[config.mk]
export PLATFORM = sky130hd
export DESIGN_NAME = best_move_sel
export DESIGN_NICKNAME = d
export VERILOG_FILES = /design/src/rtl/tictac_pkg.sv /design/src/rtl/best_move_sel_magcomp.sv /design/src/rtl/best_move_sel.sv
export SDC_FILE = /design/constraint.sdc
export NUM_CORES = 1
export LEC_CHECK = 0
export ABC_CLOCK_PERIOD_IN_PS = 2500
export BUFFER_PORTS_ARGS = -buffer_cell sky130_fd_sc_hd__buf_2
export CAP_MARGIN = 20
export CORE_MARGIN = 3
export CORE_UTILIZATION = 45
export DETAILED_ROUTE_END_ITERATION = 10
export GPL_ROUTABILITY_DRIVEN = 0
export HOLD_SLACK_MARGIN = 0.15
export PLACE_DENSITY = 0.78
export SYNTH_ARGS = -nofsm -noshare
export SYNTH_HDL_FRONTEND = slang
export SYNTH_SLANG_ARGS = --single-unit
[constraint.sdc]
create_clock -name clk -period 2.5 [get_ports clk]
set_input_delay 0.25 -clock clk [delete_from_list [all_inputs] [get_ports clk]]
set_output_delay 0.25 -clock clk [all_outputs]
set_load 0.05 [all_outputs]
[src/rtl/tictac_pkg.sv]
// Shared types and sizing for the tic-tac-toe move chooser.
//   bms_state_t : state encoding of the best-move arg-max stage
//   N_CELLS     : board cells scanned per search
//   IDX_W       : width of a cell index ($clog2(N_CELLS))
//   SCORE_W     : width of an unsigned cell score
package tictac_pkg;

  typedef enum logic [1:0] {IDLE, SCAN, DONE} bms_state_t;

  localparam int N_CELLS = 9;
  localparam int IDX_W   = 4;
  localparam int SCORE_W = 8;

endpackage

[src/rtl/best_move_sel_magcomp.sv]
// MagComp: combinational unsigned magnitude comparator.
//   a  in  k  left operand
//   b  in  k  right operand
//   gt out 1  a > b (strict, unsigned)
// Each bit position decides "greater" when a has a 1 where b has a 0 and
// every more significant bit is equal; the result is the OR of those
// per-bit decisions, so there is no ripple dependency between bits.
module MagComp #(
  parameter int k = 8
) (
  input  logic [k-1:0] a,
  input  logic [k-1:0] b,
  output logic         gt
);

  logic [k-1:0] eq_bits;
  logic [k-1:0] gt_bits;

  assign eq_bits = ~(a ^ b);

  genvar gi;
  generate
    for (gi = 0; gi < k; gi++) begin : g_bit
      if (gi == k - 1) begin : g_msb
        assign gt_bits[gi] = a[gi] & ~b[gi];
      end else begin : g_lower
        assign gt_bits[gi] = a[gi] & ~b[gi] & (&eq_bits[k-1:gi+1]);
      end
    end
  endgenerate

  assign gt = |gt_bits;

endmodule

[src/rtl/best_move_sel.sv]
// best_move_sel: sequential arg-max over one score per board cell.
//   clk        in   system clock
//   rst        in   synchronous active-high reset
//   start      in   begin a search (honoured only when idle)
//   occ        in   occupied-cell mask, captured on the accepted start
//   in_valid   in   in_score valid
//   in_ready   out  a score is accepted this cycle (SCAN only)
//   in_score   in   score for cell cnt, unsigned
//   busy       out  a search or result hand-off is in progress
//   out_valid  out  result available
//   out_ready  in   consumer takes the result
//   best_idx   out  winning cell index
//   best_score out  winning score
//   none       out  all cells occupied, no legal move
module best_move_sel
  import tictac_pkg::*;
#(
  parameter int W  = SCORE_W,
  parameter int N  = N_CELLS,
  parameter int IW = IDX_W
) (
  input  logic          clk,
  input  logic          rst,
  input  logic          start,
  input  logic [N-1:0]  occ,
  input  logic          in_valid,
  output logic          in_ready,
  input  logic [W-1:0]  in_score,
  output logic          busy,
  output logic          out_valid,
  input  logic          out_ready,
  output logic [IW-1:0] best_idx,
  output logic [W-1:0]  best_score,
  output logic          none
);

  bms_state_t    state_reg, state_next;
  logic [IW-1:0] cnt_reg, cnt_next;
  logic          have_best_reg, have_best_next;
  logic [N-1:0]  occ_q_reg, occ_q_next;
  logic [IW-1:0] best_idx_reg, best_idx_next;
  logic [W-1:0]  best_score_reg, best_score_next;
  logic          none_reg, none_next;

  logic gt;
  logic beat;
  logic take;

  MagComp #(.k(W)) u_cmp (
    .a  (in_score),
    .b  (best_score_reg),
    .gt (gt)
  );

  assign beat = in_valid && (state_reg == SCAN);
  // A free cell wins outright when nothing is held yet, so a score of 0
  // still becomes the best; afterwards strict > keeps the lowest index on ties.
  assign take = beat && !occ_q_reg[cnt_reg] && (!have_best_reg || gt);

  always_comb begin
    state_next      = state_reg;
    cnt_next        = cnt_reg;
    have_best_next  = have_best_reg;
    occ_q_next      = occ_q_reg;
    best_idx_next   = best_idx_reg;
    best_score_next = best_score_reg;
    none_next       = none_reg;
    case (state_reg)
      IDLE: begin
        if (start) begin
          occ_q_next      = occ;
          cnt_next        = '0;
          have_best_next  = 1'b0;
          best_idx_next   = '0;
          best_score_next = '0;
          none_next       = 1'b0;
          state_next      = SCAN;
        end
      end
      SCAN: begin
        if (beat) begin
          if (take) begin
            best_score_next = in_score;
            best_idx_next   = cnt_reg;
            have_best_next  = 1'b1;
          end
          if (cnt_reg == IW'(N - 1)) begin
            // cnt stays at N-1 rather than wrapping
            state_next = DONE;
            none_next  = ~(have_best_reg | take);
          end else begin
            cnt_next = cnt_reg + 1'b1;
          end
        end
      end
      DONE: begin
        if (out_ready) state_next = IDLE;
      end
      default: state_next = IDLE;
    endcase
  end

  always_ff @(posedge clk) begin
    if (rst) begin
      state_reg      <= IDLE;
      cnt_reg        <= '0;
      have_best_reg  <= 1'b0;
      occ_q_reg      <= '0;
      best_idx_reg   <= '0;
      best_score_reg <= '0;
      none_reg       <= 1'b0;
    end else begin
      state_reg      <= state_next;
      cnt_reg        <= cnt_next;
      have_best_reg  <= have_best_next;
      occ_q_reg      <= occ_q_next;
      best_idx_reg   <= best_idx_next;
      best_score_reg <= best_score_next;
      none_reg       <= none_next;
    end
  end

  assign in_ready   = (state_reg == SCAN);
  assign busy       = (state_reg != IDLE);
  assign out_valid  = (state_reg == DONE);
  assign best_idx   = best_idx_reg;
  assign best_score = best_score_reg;
  assign none       = none_reg;

endmodule

==> flow_summary.yaml <==
outcome:
  status: "finished, final reports clean"
yosys:
  ys_types: 35
  synth_top_flop_cell: "dfxtp_1"
  synth-edff-count: 0
  ys_ff_latch: 29
  yosysWarnings: 0
  synth.top_cell.area_share: 0.384
  netlist_area_mm2: 0.00151
  synthCells: 168
  synth_top_area_cell: "dfxtp_1"
  synthesis.nets: 199
  avgSynthCellArea_um2: 8.99
  yosys-top-cells-count: "dfxtp_1 (29), mux2i_1 (22), nor2_1 (18)"
  ys_seq_area_frac: 0.384
  synth_area_leaders: "dfxtp_1 (38%), mux2i_1 (15%), ha_1 (7.5%)"
  ys_async_sr_fraction: 0
  synthMostInstantiatedCell: "dfxtp_1"
drt:
  viasPerCell: 5.03
  vias: 1283
  drtIter0Drc: 67
  drcViolationCount: 0
  post_drt_wl_per_cell_um: 11.8
  postRouteWirelength_um: 3020
  first_pass_iters: 4
  ant_nets: 0
layout:
  post-route-util: 0.583
  largest_register_ffs: 9
  num_antenna_cells: 0
  seq_area_um2: 581
  area_growth_pct: 20.8
  layout-drive-gt1-share: 0.237
  multiInputGateArea_um2: 823
  final_nets: 242
  fillers: 287
worst_setup_path:
  cp_max_fo: 8
  cp-start-kind: "register"
  crit_type: "reg -> reg"
  path_buf_inv: 2
  slowest_delay_ps: 360
  cp_slowest_cell: "dfxtp_1"
  required_ps: 2770
  crit_path_cell_trace: "inv_1 > ha_1 > nand4b_1 > a211oi_1 > o2111ai_1 > nor2_2 > buf_4 > mux2i_1"
  arrival_ps: 2170
  critPathTopFamily: "compound AO/OA/AOI/OAI gates"
  endpoint_kind: "register"
timing:
  clock_skew_ps: 6.65
  setup_violations: 0
  min_period_ps: 1900
  maxSlewViolCount: 0
  max-slew-margin-rel: 0.386
  tns_ps: 0
  hold_violations: 0
  rsz0062_at_grt: "no"
  timing.hold.ws_ps: 158
  fmax_ghz: 0.527
  worst_pin_slew_ps: 917
  fin_crit_sh: 0.759
floorplan:
  rows: 20
  num_io_pins: 38
  initial_core_util: 0.483
  dieArea_mm2: 0.00409
  core-area_mm2: 0.00313
  die_w_um: 63.9
  die_y_um: 63.9
clock_network:
  clock_latency_ps: 340
  cts.clk_slew.worst_paths_ps: 90
  ctsHtreeMaxLevel: 2
  postCtsHoldBufs: 5
  post_cts_resized: 0
  post_cts_buffers: 0
  cts_buffer_depth: 2
  clock-root-buffer: "clkbuf_4"
  cts_made_buffers: 5
  cts_tree: "done"
  cts_num_sinks: 29
power_and_ir_drop:
  intPower_mw: 0.679
  p_comb_frac: 0.171
  cellLeakagePower_nw: 0.778
  clkPwrFrac: 0.307
  ir_drop_mv: 0.317
  p_per_area_mw_per_mm2: 517
  p_seq_frac: 0.522
  p_sw_mw: 0.264
  switching_share: 0.280
global_route:
  grtUsageTotal: 0.166
  grt_max_degree: 28
  grt_pass1_wl_um: 5240
  grt_pass1_vias: 1194
  grt_overflow: 0
  antenna_found_initial: 0
min_path:
  worstHoldPathType: "in -> reg"
place:
  hpwlAfterDp_um: 2220
  port_buffers: 37
job:
  drv_cap: 0
## layer usage
metal / global-route usage / wire length [um]
met2: 0.265 / 1440
met4: 0.102 / 74
met3: 0.0492 / 148
met5: 0 / 0
met1: 0.193 / 1360
## power groups by stage
stage | clock (mW) | combinational (mW) | sequential (mW)
floorplan | 0 | 0.0988 | 0.514
global placement | 0 | 0.154 | 0.502
detailed placement | 0 | 0.157 | 0.502
CTS | 0.299 | 0.163 | 0.491
global route | 0.311 | 0.179 | 0.494
finish | 0.290 | 0.161 | 0.491
## logic make-up after synthesis
logic type / count (synthesis) / synth area share
flops: 29 / 0.384
xor+xnor: 2 / 0.0116
simple gates: 62 / 0.202
mux: 23 / 0.161
fa+ha+maj: 9 / 0.0746
buf+inv: 23 / 0.0704
compound gates: 20 / 0.0961
## area by class of cell
class / instances / area share
multi-input cells: 116 / 0.451
flip-flops and latches: 29 / 0.318
repair buffers: 45 / 0.141
clock buffers: 7 / 0.0302
well taps: 44 / 0.0302
inverters: 14 / 0.0288
## cell usage in the layout (no fill, tap or decap), types with 2 or more instances in the layout
| master | n |
|---|---|
| nor3b_1 | 2 |
| clkbuf_4 | 5 |
| buf_2 | 37 |
| a211oi_1 | 2 |
| nand4b_1 | 2 |
| nor3_1 | 3 |
| nor2_1 | 18 |
| nand2b_1 | 9 |
| o21ai_0 | 3 |
| mux2i_1 | 22 |
| nand3_1 | 7 |
| nor2b_1 | 2 |
| nand4_1 | 2 |
| xnor2_1 | 2 |
| ha_1 | 9 |
| dlygate4sd3_1 | 5 |
| dfxtp_1 | 29 |
| buf_4 | 3 |
| o2111ai_1 | 2 |
| o21a_1 | 2 |
| nand2_1 | 14 |
| a21oi_1 | 5 |
| inv_1 | 14 |
## final timing paths
path              slack, ps          start  cells past startpoint             to
setup / recovery        600  best_score[2]                      8  best_score[6]
hold / removal          160         occ[5]                      3   occ_q_reg[5]
setup reg to reg        600  best_score[2]                      8  best_score[6]
hold reg to reg         460    best_idx[3]                      2    best_idx[3]
## tightest hold or removal path, stage by stage
cell and delay, ps:
buf_2 70, mux2i_1 60, nor2_1 80
## per-stage QoR
stage	worst slack (ps)	power (mW)	area (um^2)	cells
floorplan	202	0.613	1510	168
global placement	667	0.656	1720	243
detailed placement	603	0.659	1720	243
CTS	565	0.953	1820	255
global route	418	0.985	1820	255
finish	602	0.942	1820	255
Power figures use the tool's default switching activity.
